File: config.mk
export PLATFORM = sky130hd
export DESIGN_NAME = paddle_ctrl_flat
export DESIGN_NICKNAME = d
export VERILOG_FILES = /design/src/rtl/pong_pkg.sv /design/src/rtl/paddle_ctrl_if.sv /design/src/rtl/paddle_ctrl_sync_edge.sv /design/src/rtl/paddle_ctrl.sv /design/src/flat_wrapper.sv
export SDC_FILE = /design/constraint.sdc
export NUM_CORES = 1
export LEC_CHECK = 0
export BUFFER_PORTS_ARGS = -buffer_cell sky130_fd_sc_hd__buf_2
export CORE_UTILIZATION = 62
export DETAILED_ROUTE_END_ITERATION = 16
export MAX_ROUTING_LAYER = met4
export PLACE_DENSITY_LB_ADDON = 0.3
export SLEW_MARGIN = 20
export SYNTH_ARGS = -nofsm -noshare
export SYNTH_HDL_FRONTEND = slang
export SYNTH_SLANG_ARGS = --single-unit
File: constraint.sdc
create_clock -name clk -period 6.9 [get_ports clk]
set_clock_uncertainty 0.05 [all_clocks]
set_input_delay 1.38 -clock clk [delete_from_list [all_inputs] [get_ports clk]]
set_output_delay 1.38 -clock clk [all_outputs]
set_load 0.1 [all_outputs]
File: src/rtl/pong_pkg.sv
// Shared Pong definitions: screen geometry, coordinate types, paddle state
// and contact-zone encodings, plus the clamped paddle move helper.
package pong_pkg;
  localparam int H_ACTIVE = 640;
  localparam int V_ACTIVE = 480;
  localparam int COORD_W  = 10;

  typedef logic [COORD_W-1:0] coord_t;
  typedef logic [COORD_W:0]   coord11_t;

  typedef enum logic [1:0] {IDLE, UP, DOWN, AI} pad_state_e;
  typedef enum logic [1:0] {ZONE_TOP, ZONE_UPPER, ZONE_LOWER, ZONE_BOT} zone_e;

  // 11-bit move with saturation at the travel limits; never wraps.
  function automatic coord_t move_clamp(input coord_t y, input coord11_t step,
                                        input logic up, input coord11_t top,
                                        input coord11_t bot);
    coord11_t y11;
    y11 = {1'b0, y};
    if (up) begin
      if (y11 <= top + step) return coord_t'(top);
      return coord_t'(y11 - step);
    end
    if (y11 + step >= bot) return coord_t'(bot);
    return coord_t'(y11 + step);
  endfunction
endpackage

File: src/rtl/paddle_ctrl_if.sv
// Paddle I/O bundle: frame/button/ball/raster inputs and the paddle's
// position, contact-zone and pixel outputs.
interface paddle_ctrl_if;
  import pong_pkg::*;
  logic       vsync, up_n, down_n, ai_en;
  coord_t     ball_y, hcount, vcount;
  coord_t     paddle_y;
  logic [1:0] hit_zone;
  logic       hit_valid, r, g, b;

  modport master (output vsync, up_n, down_n, ai_en, ball_y, hcount, vcount,
                  input  paddle_y, hit_zone, hit_valid, r, g, b);
  modport slave  (input  vsync, up_n, down_n, ai_en, ball_y, hcount, vcount,
                  output paddle_y, hit_zone, hit_valid, r, g, b);
endinterface

File: src/rtl/paddle_ctrl_sync_edge.sv
// Two-flop synchroniser for an idle-high input plus a one-cycle pulse on
// the synchronised 1->0 transition.
module sync_edge (
  input  logic clk,
  input  logic rst,
  input  logic d_i,
  output logic q_o,
  output logic fall_o
);
  logic [1:0] sync_q, sync_d;
  logic       hist_q, hist_d;

  always_comb begin
    sync_d = {sync_q[0], d_i};
    hist_d = sync_q[1];
  end

  always_ff @(posedge clk) begin
    if (rst) begin
      sync_q <= 2'b11;
      hist_q <= 1'b1;
    end else begin
      sync_q <= sync_d;
      hist_q <= hist_d;
    end
  end

  assign q_o    = sync_q[1];
  assign fall_o = hist_q & ~sync_q[1];
endmodule

File: src/rtl/paddle_ctrl.sv
// Pong paddle: frame-ticked position with speed ramp or ball-tracking AI,
// registered paddle pixel and ball contact zoning.
module paddle_ctrl
  import pong_pkg::*;
#(
  parameter int PLAYER      = 0,
  parameter int X_LEFT      = 12,
  parameter int PAD_W       = 10,
  parameter int PAD_H       = 48,
  parameter int TOP_LIM     = 10,
  parameter int BOT_LIM     = 421,
  parameter int START_Y     = 216,
  parameter int SPEED_MIN   = 2,
  parameter int SPEED_MAX   = 8,
  parameter int RAMP_FRAMES = 4,
  parameter int AI_SPEED    = 4,
  parameter int AI_DEADBAND = 6
) (
  input logic         clk,
  input logic         rst,
  paddle_ctrl_if.slave bus
);
  localparam int       X_COL    = (PLAYER == 0) ? X_LEFT : (H_ACTIVE - 1 - X_LEFT - 10);
  localparam coord11_t COL_LO   = coord11_t'(X_COL + 1);
  localparam coord11_t COL_HI   = coord11_t'(X_COL + PAD_W - 1);
  localparam coord11_t FULL_H   = coord11_t'(PAD_H);
  localparam coord11_t HALF_H   = coord11_t'(PAD_H / 2);
  localparam coord11_t ZONE_1   = coord11_t'(PAD_H / 4);
  localparam coord11_t ZONE_2   = coord11_t'(2 * (PAD_H / 4));
  localparam coord11_t ZONE_3   = coord11_t'(3 * (PAD_H / 4));
  localparam coord11_t TOP      = coord11_t'(TOP_LIM);
  localparam coord11_t BOT      = coord11_t'(BOT_LIM);
  localparam coord11_t AI_STEP  = coord11_t'(AI_SPEED);
  localparam logic [7:0] SPD_MIN = 8'(SPEED_MIN);
  localparam logic [7:0] SPD_MAX = 8'(SPEED_MAX);
  localparam logic [7:0] RAMP_N  = 8'(RAMP_FRAMES);
  localparam logic signed [10:0] DEADBAND = 11'(AI_DEADBAND);

  logic up_s, dn_s, vs_s, frame_tick, up_fall, dn_fall;

  sync_edge u_sync_up (.clk(clk), .rst(rst), .d_i(bus.up_n),   .q_o(up_s), .fall_o(up_fall));
  sync_edge u_sync_dn (.clk(clk), .rst(rst), .d_i(bus.down_n), .q_o(dn_s), .fall_o(dn_fall));
  sync_edge u_sync_vs (.clk(clk), .rst(rst), .d_i(bus.vsync),  .q_o(vs_s), .fall_o(frame_tick));

  // Button edges are not needed; only levels steer the paddle.
  logic unused_sync;
  assign unused_sync = ^{up_fall, dn_fall, vs_s};

  pad_state_e state_q, state_d, nxt_state;
  logic [7:0] speed_q, speed_d, ramp_q, ramp_d;
  coord_t     y_q, y_d;
  logic       pix_q, pix_d, hit_valid_q, hit_valid_d;
  zone_e      hit_zone_q, hit_zone_d;

  coord11_t y11, ybot11, ball11, h11, v11, dist11;
  logic signed [10:0] err;

  assign y11    = {1'b0, y_q};
  assign ybot11 = y11 + FULL_H;
  assign ball11 = {1'b0, bus.ball_y};
  assign h11    = {1'b0, bus.hcount};
  assign v11    = {1'b0, bus.vcount};
  assign dist11 = ball11 - y11;
  assign err    = $signed(ball11 - (y11 + HALF_H));

  always_comb begin
    nxt_state = IDLE;
    if (bus.ai_en)        nxt_state = AI;
    else if (!up_s && dn_s) nxt_state = UP;
    else if (!dn_s && up_s) nxt_state = DOWN;
  end

  always_comb begin
    state_d = state_q;
    speed_d = speed_q;
    ramp_d  = ramp_q;
    y_d     = y_q;
    if (frame_tick) begin
      state_d = nxt_state;
      speed_d = SPD_MIN;
      ramp_d  = '0;
      // Holding the same direction ramps speed; any other transition restarts it.
      if ((nxt_state == UP || nxt_state == DOWN) && nxt_state == state_q) begin
        if (ramp_q + 8'd1 == RAMP_N) begin
          ramp_d  = '0;
          speed_d = (speed_q >= SPD_MAX) ? SPD_MAX : speed_q + 8'd1;
        end else begin
          ramp_d  = ramp_q + 8'd1;
          speed_d = speed_q;
        end
      end
      case (nxt_state)
        UP:   y_d = move_clamp(y_q, coord11_t'(speed_d), 1'b1, TOP, BOT);
        DOWN: y_d = move_clamp(y_q, coord11_t'(speed_d), 1'b0, TOP, BOT);
        AI: begin
          if (err < -DEADBAND)     y_d = move_clamp(y_q, AI_STEP, 1'b1, TOP, BOT);
          else if (err > DEADBAND) y_d = move_clamp(y_q, AI_STEP, 1'b0, TOP, BOT);
        end
        default: y_d = y_q;
      endcase
    end
  end

  always_comb begin
    pix_d       = (h11 >= COL_LO) && (h11 <= COL_HI) && (v11 >= y11) && (v11 <= ybot11);
    hit_valid_d = (ball11 >= y11) && (ball11 <= ybot11);
    hit_zone_d  = ZONE_TOP;
    if (hit_valid_d) begin
      if (dist11 >= ZONE_3)      hit_zone_d = ZONE_BOT;
      else if (dist11 >= ZONE_2) hit_zone_d = ZONE_LOWER;
      else if (dist11 >= ZONE_1) hit_zone_d = ZONE_UPPER;
    end
  end

  always_ff @(posedge clk) begin
    if (rst) begin
      state_q     <= IDLE;
      speed_q     <= SPD_MIN;
      ramp_q      <= '0;
      y_q         <= coord_t'(START_Y);
      pix_q       <= 1'b0;
      hit_valid_q <= 1'b0;
      hit_zone_q  <= ZONE_TOP;
    end else begin
      state_q     <= state_d;
      speed_q     <= speed_d;
      ramp_q      <= ramp_d;
      y_q         <= y_d;
      pix_q       <= pix_d;
      hit_valid_q <= hit_valid_d;
      hit_zone_q  <= hit_zone_d;
    end
  end

  assign bus.paddle_y  = y_q;
  assign bus.hit_valid = hit_valid_q;
  assign bus.hit_zone  = hit_zone_q;
  assign bus.r         = pix_q;
  assign bus.g         = pix_q;
  assign bus.b         = pix_q;
endmodule

File: src/flat_wrapper.sv
// flat-port wrapper written by rule: the top's interface ports become plain ports
module paddle_ctrl_flat import pong_pkg::*;
#(
  parameter int PLAYER      = 0,
  parameter int X_LEFT      = 12,
  parameter int PAD_W       = 10,
  parameter int PAD_H       = 48,
  parameter int TOP_LIM     = 10,
  parameter int BOT_LIM     = 421,
  parameter int START_Y     = 216,
  parameter int SPEED_MIN   = 2,
  parameter int SPEED_MAX   = 8,
  parameter int RAMP_FRAMES = 4,
  parameter int AI_SPEED    = 4,
  parameter int AI_DEADBAND = 6
)
  (clk, rst, bus_vsync, bus_up_n, bus_down_n, bus_ai_en, bus_ball_y, bus_hcount, bus_vcount, bus_paddle_y, bus_hit_zone, bus_hit_valid, bus_r, bus_g, bus_b);
  paddle_ctrl_if bus_i ();
  input logic clk;
  input logic rst;
  input wire logic [$bits(bus_i.vsync)-1:0] bus_vsync;
  input wire logic [$bits(bus_i.up_n)-1:0] bus_up_n;
  input wire logic [$bits(bus_i.down_n)-1:0] bus_down_n;
  input wire logic [$bits(bus_i.ai_en)-1:0] bus_ai_en;
  input wire logic [$bits(bus_i.ball_y)-1:0] bus_ball_y;
  input wire logic [$bits(bus_i.hcount)-1:0] bus_hcount;
  input wire logic [$bits(bus_i.vcount)-1:0] bus_vcount;
  output wire logic [$bits(bus_i.paddle_y)-1:0] bus_paddle_y;
  output wire logic [$bits(bus_i.hit_zone)-1:0] bus_hit_zone;
  output wire logic [$bits(bus_i.hit_valid)-1:0] bus_hit_valid;
  output wire logic [$bits(bus_i.r)-1:0] bus_r;
  output wire logic [$bits(bus_i.g)-1:0] bus_g;
  output wire logic [$bits(bus_i.b)-1:0] bus_b;
  assign bus_i.vsync = bus_vsync;
  assign bus_i.up_n = bus_up_n;
  assign bus_i.down_n = bus_down_n;
  assign bus_i.ai_en = bus_ai_en;
  assign bus_i.ball_y = bus_ball_y;
  assign bus_i.hcount = bus_hcount;
  assign bus_i.vcount = bus_vcount;
  assign bus_paddle_y = bus_i.paddle_y;
  assign bus_hit_zone = bus_i.hit_zone;
  assign bus_hit_valid = bus_i.hit_valid;
  assign bus_r = bus_i.r;
  assign bus_g = bus_i.g;
  assign bus_b = bus_i.b;
  paddle_ctrl #(.PLAYER(PLAYER), .X_LEFT(X_LEFT), .PAD_W(PAD_W), .PAD_H(PAD_H), .TOP_LIM(TOP_LIM), .BOT_LIM(BOT_LIM), .START_Y(START_Y), .SPEED_MIN(SPEED_MIN), .SPEED_MAX(SPEED_MAX), .RAMP_FRAMES(RAMP_FRAMES), .AI_SPEED(AI_SPEED), .AI_DEADBAND(AI_DEADBAND)) u_core (.clk(clk), .rst(rst), .bus(bus_i));
endmodule
# After elaboration in Yosys (flattened, before gate mapping)
# Index checks and enable logic that the tools add are counted.
# word_totals
n_memories	0
ff_bits	39
in_bits	36
latchBits	0
out_inout_bits	16
word_cells	116
ram_bits	0
rom_bits	0
# classes
order_cmp	16
mux	56
bitwise_logic	3
n_reduce_logical	13
n_eq_ne	6
div_mod_pow	0
add_sub_neg	11
n_shift	0
mul	0
# ops
op	n
10-bit 2-to-1 mux	16
8-bit 2-to-1 mux	6
10-bit by 11-bit less-or-equal comparator with 1-bit output	3
10-bit case mux with 3 select lines	1
1-bit 2-to-1 mux	28
11-bit by 9-bit >= comparator with 1-bit output (second input constant)	2
10-bit >= comparator	2
8-bit by 1-bit adder with 8-bit output (second input constant)	2
10-bit by 3-bit adder with 11-bit output (second input constant)	1
10-bit by 5-bit adder with 11-bit output (second input constant)	1
10-bit by 6-bit adder with 11-bit output (second input constant)	1
10-bit by 8-bit adder with 11-bit output	1
11-bit by 4-bit >= comparator with 1-bit output (second input constant)	1
11-bit by 5-bit >= comparator with 1-bit output (second input constant)	1
11-bit by 6-bit >= comparator with 1-bit output (second input constant)	1
11-bit by 4-bit > comparator with 1-bit output (second input constant)	1
11-bit by 4-bit less-than comparator with 1-bit output (second input constant)	1
10-bit by 10-bit subtractor with 11-bit output	1
10-bit by 11-bit subtractor with 11-bit output	1
10-bit by 4-bit >= comparator with 1-bit output (second input constant)	1
10-bit by 4-bit less-or-equal comparator with 1-bit output (second input constant)	1
10-bit by 5-bit less-or-equal comparator with 1-bit output (second input constant)	1
2-bit 2-to-1 mux	5
10-bit by 3-bit subtractor with 10-bit output (second input constant)	1
16 further kinds	25

# Depth between registers and ports, before layout
# logic_depth
word_depth	20
ltp_mapped	24
ltp_nobuf	23

# Modules after synthesis
# From an unflattened synthesis, not the netlist that was laid out.
# unflattened
cells_unflattened	692
hier_area_um2	5386.4
# by_module_without_submodules
module	instances	seq_area_each_um2	cells_each	area_each_um2
paddle_ctrl	1	640.6	671	5131.2
sync_edge	3	60.1	7	85.1

# Least setup slack after synthesis
# OpenSTA, ideal clock, no wires.
# synth_timing
kind	input -> register
from	input bus_ai_en
to	register u_core.y_q[7], in the netlist u_core.bus.paddle_y[7]
setup_slack_ns	1.635
path_buffers	0
stages	19
setup_time_ns	0.131
t_required_ns	6.719
arrival_ns	5.083
path_cell_list	a21oi_1 -> inv_1 -> ha_1 -> nand3_1 -> a311oi_1 -> inv_1 -> ha_1 -> inv_1 -> a21o_1 -> nor3_1 -> xnor2_1 -> ha_1 -> a2111oi_0 -> a22o_1 -> nand2b_1 -> a2bb2oi_1 -> a21oi_1 -> o31ai_1 -> o211ai_1
# synth_via
elab_chain_len	16
# synth_lines
item	line	rtl
from (decl)	flat_wrapper.sv:24	input wire logic [$bits(bus_i.ai_en)-1:0] bus_ai_en;
2-bit 2-to-1 mux (*)	paddle_ctrl.sv:68	if (bus.ai_en) nxt_state = AI;
named net u_core.nxt_state[0]	paddle_ctrl.sv:49	pad_state_e state_q, state_d, nxt_state;
2-bit by 1-bit equality test with 1-bit output / 2-bit equality test (equally long branches)	paddle_ctrl.sv:83, paddle_ctrl.sv:92	
1-bit logical OR	paddle_ctrl.sv:83	if ((nxt_state == UP || nxt_state == DOWN) && nxt_state == state_q) begin
1-bit logical AND	paddle_ctrl.sv:83	
8-bit 2-to-1 mux	paddle_ctrl.sv:83	
8-bit 2-to-1 mux	paddle_ctrl.sv:78	if (frame_tick) begin
4-bit by 8-bit adder with 9-bit output	pong_pkg.sv:21	if (y11 <= top + step) return coord_t'(top);
10-bit by 11-bit less-or-equal comparator with 1-bit output	pong_pkg.sv:21	
1-bit 2-to-1 mux	pong_pkg.sv:21	
1-bit 2-to-1 mux	paddle_ctrl.sv:92	case (nxt_state)
1-bit 2-to-1 mux	paddle_ctrl.sv:78	
10-bit 2-to-1 mux	pong_pkg.sv:22	return coord_t'(y11 - step);
10-bit 2-to-1 mux	pong_pkg.sv:24	if (y11 + step >= bot) return coord_t'(bot);
10-bit 2-to-1 mux	pong_pkg.sv:25	return coord_t'(y11 + step);
10-bit 2-to-1 mux	pong_pkg.sv:24	
10-bit case mux with 3 select lines	paddle_ctrl.sv:92	
to (signal assigned)	paddle_ctrl.sv:120	y_q <= coord_t'(START_Y);
to (signal assigned)	paddle_ctrl.sv:128	y_q <= y_d;
to (decl)	paddle_ctrl.sv:51	coord_t y_q, y_d;
# The timed path passes the listed nets; every way through them passes the cells marked *. The select of a mux whose other input is x is not followed.
# A chain may end at the register's enable or synchronous reset.

# Worst setup path in the final report
# layout_timing
from	input bus_ai_en
to	register u_core.y_q[4], in the netlist u_core.bus.paddle_y[4]
# Same word-level chain as after synthesis.

==> flow_summary.toml <==
[status]
outcome = "finished clean"

[die]
dieArea_um2 = 9010
fp.dieW_um = 94.9
ioPinCount = 52
core_um2 = 8300
rows = 33
fp.dieH_um = 94.9
start_util = 0.645

[clock_network]
path_clk_slew_ns = 0.09
clkLatencyLatePin_ns = 0.31
cts_hold_buf = 0
cts-htree-levels = 2
clock-sinks = 39
numCtsBuffers = 5
root_buffer = "clkbuf_8"
cts_buffer_depth = 2
cts_setup_buffers = 0
cts_tree = "yes"
cts_resized = 0

[pwr]
p_seq_frac = 0.318
power_switching_uw = 301
internal_power_uw = 458
combPwrFrac = 0.412
power_frac_clock = 0.270
power.density_nw_per_um2 = 131
p_sw_frac = 0.397
power_leakage_nw = 2.53
peakVddDrop_v = 0.000108

[synthesis]
synth_top_family_by_area = "compound AO/OA/AOI/OAI gates"
synth_ff_type = "dfxtp_1"
synthSimpleGateAreaFrac = 0.215
yosysWarnings = 0
synth-compound-area-share = 0.281
yosysSeqAreaShare = 0.146
synth_nets = 834
synth_fa_ha_area_frac = 0.220
synthArstFlopShare = 0
ys_types = 77
synthXorXnorAreaFrac = 0.0621
synth_seq_cells = 39
synth-edff-count = 0
muxShareOfSynthArea = 0.00561
syn_avg_cell_area_um2 = 7.56
mappedNetlistArea_um2 = 5360
syn-instance-count = 708

[routing]
wl_per_cell_um = 17.4
drt-initial-drc-count = 343
drt-total-wl_um = 14800
firstDrtPassIters = 6
drt-vias-per-instance = 6.45
drcViolationCount = 0
vias = 5493
drtAntennaViolNets = 0

[grt]
grt_pass1_wl_um = 23900
grt_antenna_before_repair = 0
grt_pass1_vias = 5181
grt_util_all_layers = 0.347
grt_overflow = 0
grt_start_max_net_pins = 35

[sta]
worst_slew_pin_slew_ns = 0.921
hold_viol_final = 0
fmax_ghz = 0.171
rsz0062_at_grt = "no"
timing.final.crit_share = 0.849
slew_headroom = 0.380
slew_violations = 0
setup_viol_count_final = 0
fin_setup_tns_ns = 0
finalWorstSetupSlack_ns = 1.04
fin_crit_ns = 5.86

[layout]
finish.utilization = 0.696
nets = 871
syn2layout_area_growth_pct = 7.85
drive_above_1_share = 0.113
stdcell_count = 851
diodes = 0

[critical_path]
crit_type = "in2reg"
start_kind = "primary input"
cp_data_arrival_time_ns = 5.96
critical_path_required_ns = 7.00
worstPathMaxFanout = 13
cp-end-kind = "flip-flop"

[placement]
io_buffers = 51
dp_slack_ns = 0.864
place_inst = 843
gp_congestion = 0.932
dp_hpwl_um = 11500

[flow_run]
drv_cap = 0

[worst_hold_path]
min_path_type = "reg2reg"
[cell usage after synthesis, types with 5 or more instances]
cell      number  area share
nor4_1         9       0.011
o21bai_1       9       0.013
and3_1         7      0.0082
nand3_1       10      0.0093
o31ai_1        7      0.0098
xnor2_1       29       0.047
a311oi_1       5      0.0082
nand2_1       41       0.029
a21oi_1       53       0.050
xor2_1         9       0.015
o211ai_1      10       0.014
nand2b_1       8      0.0093
fa_1           7       0.026
ha_1          83        0.19
a31oi_1       10       0.012
o21ai_0       41       0.038
or2_2          9       0.011
nor2_1        60       0.042
and2_1         7      0.0082
nand4_1       12       0.014
inv_1         70       0.049
a211oi_1       6      0.0084
clkbuf_1      20       0.014
nor3b_1        7      0.0098
o21a_1         9       0.013
nor3_1        24       0.022
dfxtp_1       39        0.15
nor2b_1       10       0.012
a21o_1         8       0.011
[final timing paths]
path / start / endpoint / slack [ns] / cells past startpoint
worst max-delay path: bus_ai_en / u_core.bus.paddle_y[4] / 1.04 / 18
worst min register to register: u_core.u_sync_vs.sync_q[0] / u_core.u_sync_vs.sync_q[1] / 0.36 / 1
worst max register to register: u_core.ramp_q[0] / u_core.bus.paddle_y[4] / 1.59 / 19
worst min-delay path: u_core.u_sync_vs.sync_q[0] / u_core.u_sync_vs.sync_q[1] / 0.36 / 1
[state kept, by name (all words and copies together) (netlist names)]
name / cells
u_core.bus.paddle_y: 10
u_core.ramp_q: 8
u_core.speed_q: 8
u_core.bus.hit_zone: 2
u_core.state_q: 2
u_core.u_sync_dn.sync_q: 2
u_core.u_sync_up.sync_q: 2
u_core.u_sync_vs.sync_q: 2
u_core.bus.b: 1
u_core.bus.hit_valid: 1
u_core.u_sync_vs.hist_q: 1
[power groups by stage]
stage | combinational [mW] | clock (mW) | sequential (mW)
floorplan | 0.212 | 0 | 0.271
global placement | 0.295 | 0 | 0.246
detailed placement | 0.305 | 0 | 0.246
CTS | 0.307 | 0.204 | 0.241
global route | 0.341 | 0.212 | 0.242
finish | 0.313 | 0.205 | 0.241
[cell usage in the layout (no fill, tap or decap), types with 4 or more instances in the layout]
cell       Yosys  final
a22oi_1        4      4
clkbuf_8       0      5
xnor2_1       29     29
nor3_1        24     24
nand3_1       10     10
and2_1         7      7
a2111oi_0      4      4
a311oi_1       5      5
a21o_1         8      8
nor2_1        60     60
o211ai_1      10     10
inv_1         70     70
o21bai_1       9      9
o21a_1         9      9
buf_4          2      5
o31ai_1        7      7
dfxtp_1       39     39
a221oi_1       4      4
nand4_1       12     12
a21oi_1       53     53
buf_2          1     51
xor2_1         9      9
o21ai_0       41     41
a211oi_1       6      6
nor2b_1       10     10
or3_1          4      4
ha_1          83     83
a31oi_1       10     10
or2_2          9      9
nor4_1         9      9
nand2b_1       8      8
nor3b_1        7      7
fa_1           7      7
nand2_1       41     41
and3_1         7      7
[area by class of cell]
cell class                      count  area (um2)
Multi-Input combinational cell    573        4200
Fill cell                         704        2520
Sequential cell                    39         781
Timing Repair Buffer               56         293
Inverter                           70         263
Tap cell                          105         131
Clock buffer                        5        68.8
Clock inverter                      3        43.8
[critical path, cell delays in order]
cell,delay [ns]
buf_2,0.10
a21oi_1,0.34
inv_1,0.09
ha_1,0.31
nand3_1,0.35
a311oi_1,0.36
buf_4,0.20
inv_1,0.09
ha_1,0.35
a21oi_1,0.11
nor4_1,0.49
o21ai_0,0.29
a21oi_1,0.25
o21ai_0,0.14
a31oi_1,0.57
nor3b_1,0.13
o31ai_1,0.27
a41oi_2,0.14
[cells by family after synthesis]
group	Yosys count
adder cells (fa/ha/maj)	90
AND/OR/NAND/NOR	224
XOR/XNOR	38
flip-flops	39
multiplexers	3
AO/OA/AOI/OAI	218
buffers and inverters	96
[per-stage QoR]
step	power (mW)	cell area, um2	hold WS (ns)
after floorplan	0.482	5360	0.339
after global placement	0.540	5660	0.350
after detailed placement	0.551	5660	0.347
after CTS	0.751	5780	0.369
after global routing	0.795	5780	0.397
final	0.758	5780	0.360
[metal layers]
| metal | vias to the layer above | global-route usage | part of all wire |
|---|---|---|---|
| met5 | - | - | 0 |
| met3 | 38 | 0.0467 | 0.063 |
| met4 | 0 | 0.130 | 0.025 |
| li1 | 2661 | - | - |
| met2 | 215 | 0.579 | 0.47 |
| met1 | 2579 | 0.423 | 0.44 |
Power figures use the tool's default switching activity.
